`config.mk`:
```
export PLATFORM = sky130hd
export DESIGN_NAME = sop_pipe_scan
export DESIGN_NICKNAME = d
export VERILOG_FILES = /design/src/rtl/sop_pipe_pkg.sv /design/src/rtl/sop_channel.sv /design/src/rtl/sop_pipe_scan.sv
export SDC_FILE = /design/constraint.sdc
export NUM_CORES = 1
export LEC_CHECK = 0
export ABC_AREA = 0
export BUFFER_PORTS_ARGS = -buffer_cell sky130_fd_sc_hd__buf_2
export CAP_MARGIN = 25
export CORE_MARGIN = 2
export CORE_UTILIZATION = 44
export DETAILED_ROUTE_END_ITERATION = 10
export PLACE_DENSITY = 0.82
export REMOVE_ABC_BUFFERS = 1
export SETUP_SLACK_MARGIN = 0.2
export SKIP_LAST_GASP = 1
export SYNTH_ARGS = -nofsm -noshare
export SYNTH_HDL_FRONTEND = slang
export SYNTH_HIERARCHICAL = 1
export SYNTH_SLANG_ARGS = --single-unit
```
`constraint.sdc`:
```
create_clock -name clk -period 1 [get_ports clk]
set_input_delay 0.2 -clock clk [delete_from_list [all_inputs] [get_ports clk]]
set_output_delay 0.2 -clock clk [all_outputs]
set_load 0.1 [all_outputs]
```
`src/rtl/sop_pipe_pkg.sv`:
```
// Shared definitions for the scannable two-level logic pipeline.
// Mode encodings and scan chain sizing.
package sop_pipe_pkg;

  localparam logic [1:0] MODE_SOP = 2'b00;
  localparam logic [1:0] MODE_AOI = 2'b01;
  localparam logic [1:0] MODE_POS = 2'b10;
  localparam logic [1:0] MODE_OAI = 2'b11;

  function automatic int chain_len(
    input int stages,
    input int channels
  );
    return stages * (channels + 1);
  endfunction

endpackage

```
`src/rtl/sop_channel.sv`:
```
// One channel: TERMS x TERM_WIDTH two-level reduction.
// Mode picks AND-OR, AOI, OR-AND or OAI.
module sop_channel
  import sop_pipe_pkg::*;
#(
  parameter int TERMS      = 2,
  parameter int TERM_WIDTH = 2
) (
  input  logic [1:0]                  mode,
  input  logic [TERMS*TERM_WIDTH-1:0] terms,
  output logic                        y
);

  logic w_sop;
  logic w_pos;

  always_comb begin
    w_sop = 1'b0;
    w_pos = 1'b1;
    for (int t = 0; t < TERMS; t++) begin
      w_sop = w_sop | (&terms[t*TERM_WIDTH +: TERM_WIDTH]);
      w_pos = w_pos & (|terms[t*TERM_WIDTH +: TERM_WIDTH]);
    end
  end

  always_comb begin
    y = w_sop;
    unique case (mode)
      MODE_SOP: y = w_sop;
      MODE_AOI: y = ~w_sop;
      MODE_POS: y = w_pos;
      MODE_OAI: y = ~w_pos;
      default:  y = w_sop;
    endcase
  end

endmodule

```
`src/rtl/sop_pipe_scan.sv`:
```
// Multi-channel programmable logic cell, STAGES-deep pipeline.
// All pipeline flops form one flat register that doubles as the scan chain.
module sop_pipe_scan
  import sop_pipe_pkg::*;
#(
  parameter int CHANNELS   = 4,
  parameter int TERMS      = 2,
  parameter int TERM_WIDTH = 2,
  parameter int STAGES     = 2
) (
  input  logic                               clk,
  input  logic                               rst,
  input  logic [1:0]                         mode,
  input  logic                               in_valid,
  output logic                               in_ready,
  input  logic [CHANNELS*TERMS*TERM_WIDTH-1:0] in_data,
  output logic                               out_valid,
  input  logic                               out_ready,
  output logic [CHANNELS-1:0]                out_data,
  input  logic                               scan_en,
  input  logic                               scan_in,
  output logic                               scan_out
);

  localparam int TW = TERMS * TERM_WIDTH;
  localparam int SW = CHANNELS + 1;
  localparam int L  = chain_len(STAGES, CHANNELS);
  localparam int OB = (STAGES - 1) * SW;

  // Stage s occupies [s*SW +: SW]: bit 0 valid, bits 1.. data.
  logic [L-1:0]        r_chain;
  logic [L-1:0]        w_next;
  logic [CHANNELS-1:0] w_f;
  logic                w_adv;

  for (genvar c = 0; c < CHANNELS; c++) begin : g_ch
    sop_channel #(
      .TERMS      (TERMS),
      .TERM_WIDTH (TERM_WIDTH)
    ) u_ch (
      .mode  (mode),
      .terms (in_data[c*TW +: TW]),
      .y     (w_f[c])
    );
  end

  assign w_adv = !scan_en && !(out_valid && !out_ready);

  always_comb begin
    w_next = r_chain;
    w_next[0 +: SW] = {w_f, in_valid};
    for (int s = 1; s < STAGES; s++) begin
      w_next[s*SW +: SW] = r_chain[(s-1)*SW +: SW];
    end
  end

  always_ff @(posedge clk or posedge rst) begin
    if (rst) begin
      r_chain <= '0;
    end else if (scan_en) begin
      r_chain <= {r_chain[L-2:0], scan_in};
    end else if (w_adv) begin
      r_chain <= w_next;
    end
  end

  assign in_ready  = w_adv;
  assign out_valid = r_chain[OB];
  assign out_data  = r_chain[OB+1 +: CHANNELS];
  assign scan_out  = r_chain[L-1];

endmodule

```
* Word-level counts from Yosys, hierarchy flattened
Index checks and enable logic that the tools add are counted. W data, S select, Z words.
Word-level totals: word-level logic and storage cells 49, register bits 10
Operators by class: equal/unequal tests 3, multiplexer cells 6, reductions and logical operators 23, bitwise logic cells 16
Operators by type and width (count):
- $mux W10 | 2
- $pmux W1 S4 | 4
- $reduce_and A2 Y1 | 8
- $reduce_or A2 Y1 | 8
- $not A1 Y1 | 8
- $and A1 B1 Y1 | 4
- $eq A2 B2 Y1 const B | 2
- $or A1 B1 Y1 | 4
- $logic_not A1 Y1 | 3
- $eq A2 B1 Y1 const B | 1
- $logic_and A1 B1 Y1 | 2
- $logic_not A2 Y1 | 1
- $reduce_bool A2 Y1 | 1

* Logic depth before layout (Yosys ltp)
depth in word-level cells 6, gate-level depth with buffers 5, gate-level depth less buffers 5

* Hierarchy
The synthesis kept the hierarchy.
Modules (own cells, without submodules):
- sop_pipe_scan | cells an instance 53, area an instance 526.8 sq um, instances 1, seq. area each 250.2 sq um
- sop_channel | cells an instance 4, area an instance 35.0 sq um, instances 4, seq. area each 0.0 sq um

* Least setup slack after synthesis
OpenSTA, ideal clock, no wires.
path type flip-flop to output port, from register r_chain[5], to output in_ready, cell stages (with the launch flop) 3, required time 0.800 ns, buffers on the path 0, setup slack -1.584 ns, arrival time 2.384 ns, cell sequence dfrtp_1 and2b_4 nor2_1
On the way: word-level cells in the longest chain between the ends 3
RTL lines:
- start: declaration | RTL line sop_pipe_scan.sv:31 | logic [L-1:0] r_chain;
- start signal: assignment | RTL line sop_pipe_scan.sv:61 | r_chain <= {r_chain[L-2:0], scan_in};
- start signal: assignment | RTL line sop_pipe_scan.sv:63 | r_chain <= w_next;
- $logic_and A1 B1 Y1 | RTL line sop_pipe_scan.sv:47 | assign w_adv = !scan_en && !(out_valid && !out_ready);
- $logic_not A1 Y1 | RTL line sop_pipe_scan.sv:47
- $logic_and A1 B1 Y1 | RTL line sop_pipe_scan.sv:47
- end: declaration | RTL line sop_pipe_scan.sv:15 | output logic in_ready,
Every way passes these cells.

* Final worst setup path
Ends and elaborated chain as after synthesis.

==> results.ini <==
[final_layout]
final_cell_area_um2=1039
fillers=93
fin_nets=131
drive_gt1_share_pct=52.83
reg.largest.list=r_chain x10
syn_to_final_growth_pct=55.72
top_register=r_chain
n_antenna_cell=0
largest_reg_flops=10
utilization_pct=71.43

[global_routing]
grt_pass1_vias=605
grt_use_total_pct=18.21
grt-ovfl-total=0
grt_max_degree=20
grt_antenna_before_repair=0
grt_pass1_wl_mm=2.490

[hold_path]
hp-class=in -> reg
min_path_cells=3

[setup_path]
cp.arrival_ps=1120
worst-endpoint-required_ps=800
reg2reg_depth=6
end_kind=primary output
path_max_fanout=2
startpoint_type=register
crit_type=reg -> out

[pwr]
power_density_nw_per_um2=1879
peakVddDrop_v=0.001758
leakagePower_nw=0.5195

[logic_synthesis]
netlist_instances=69
synth_area_leader_cell=dfrtp_1
async_flop_share_pct=100.0
postSynthAreaPerCell_um2=9.665
seq_area_frac_synth_pct=37.52
synth-edff-count=0
synth_seq_cells=10
synth.most_common_cell=dfrtp_1
synth.top_cell.area_share_pct=37.52
yosysUniqueCellTypes=16
synth_area_um2=666.9
synthFlopType=dfrtp_1
yosysWarnings=6
netlist_top_cells_count=10 x dfrtp_1, 9 x nand2_1, 9 x o21ai_1
synthTopCellsByArea=dfrtp_1 38%, mux2i_1 12%, a221oi_2 9.0%

[place]
dp_hpwl_mm=1.068
port_buffers=30
finalWeightedCongestion=0.7789
dp_worst_setup_slack_ps=-146.7
place_area_um2=913.4

[route]
drc=0
ant_nets=0
wl_per_cell_um=12.47
via_count=632
first_iter_violations=15
wirelength_mm=1.521
vias_per_cell=5.180
firstDrtPassIters=4

[cts]
clkSinkCount=10
numCtsBuffers=3
cts.htree.levels=1
cts_tree=yes
clockBufferDepth=2
cts_root_buf=clkbuf_4
clk_pin_slew_worst_paths_ps=70
worstSkewPairLatency_ps=280

[die]
ios=31
dieArea_um2=1843
core_area_um2=1454
die_h_um=42.93
rows=14
start_util_pct=45.87
die_w_um=42.93

[timing]
finalMaxSlewViolations=0
max_slew_margin_pct=75.52
fmax_ghz=0.7575
hold_viol=0
worstMarginPinSlew_ps=366.8
period_share_pct=132.0
skew_ps=10.94
fin_crit_ps=1320
setup_viol=16
rsz0062_at_grt=true
setup_ws_ps=-320.1

[run_status]
outcome=finished, violations left
violations=setup timing

[flow_run]
maxCapViolCount=0

## placed cells by master, fill, tap and decap left out
cell type	instances
buf_2	23
nand2_1	9
dfrtp_1	9
mux2i_1	7
o21ai_1	7
buf_12	7
buf_4	7
a21oi_1	6
o22ai_1	4
a221oi_2	4
xor2_1	4
inv_1	3
clkbuf_4	3
nor2_4	2
o21ai_2	2
buf_6	2
and2b_4	1
nand2b_4	1
o22ai_2	1
mux2i_2	1
clkbuf_8	1
dlygate4sd3_1	1
dfrtp_2	1
## final timing paths
| kind | slack (ps) | end | startpoint |
|---|---|---|---|
| setup / recovery | -320 | in_ready | r_chain[5] |
| hold / removal | 150 | r_chain[0] | scan_in |
| setup reg to reg | -260 | r_chain[9] | r_chain[5] |
| hold reg to reg | 550 | r_chain[5] | r_chain[4] |
| max in group asynchronous | 280 | r_chain[9] | rst |
| min in group asynchronous | 420 | r_chain[5] | rst |
## where the power goes
group	switching, mW	internal, mW	total [mW]	leakage [nW]
logic	0.602	0.417	1.02	0.377
registers	0.0798	0.477	0.557	0.121
clock network	0.154	0.222	0.376	0.0210
total	0.836	1.12	1.95	0.519
## per-stage QoR
step           hold WS, ps  setup TNS [ps]  cells  power [mW]
6_report             146.5           -1979    122       1.952
5_1_grt              162.8           -2475    122       2.028
4_1_cts              147.6           -1682    121       1.926
3_5_place_dp         182.5          -848.7    112       1.481
3_3_place_gp         182.8          -630.7    112       1.466
2_1_floorplan        40.18           -9152     62       1.096
## cell families after synthesis
family / Yosys count / synth area share, %
compound gates: 24 / 24.95
xor+xnor: 4 / 5.253
buf+inv: 10 / 10.51
flops: 10 / 37.52
mux: 8 / 12.01
simple gates: 13 / 9.756
## per-layer routing
| layer | wire length (um) | vias to the layer above | global-route usage, % |
|---|---|---|---|
| met1 | 612 | 289 | 20.49 |
| met2 | 802 | 16 | 31.21 |
| met5 | 0 | - | 0 |
| li1 | - | 321 | - |
| met4 | 35 | 0 | 7.273 |
| met3 | 70 | 6 | 6.383 |
## critical path: stages (launching register included)
cell	delay, ps
dfrtp_1	380
and2b_4	180
nor2_4	100
buf_12	180
## cell type report
class	count	area, um2	area share [%]
Tap cell	16	20.02	1.928
Timing Repair Buffer	40	340.3	32.77
Sequential cell	10	251.5	24.22
Inverter	3	11.26	1.084
Multi-Input combinational cell	49	379.1	36.51
Clock buffer	4	36.28	3.494
## what timing repair did
action,in CTS,in global routing
hold buffers,1,0
endpoints found under the hold margin,10,0
pin swaps,1,3
endpoints found under the setup margin,17,17
resized for setup,7,4
setup buffers,4,1
No activity file was read; power rests on OpenSTA's default activity.
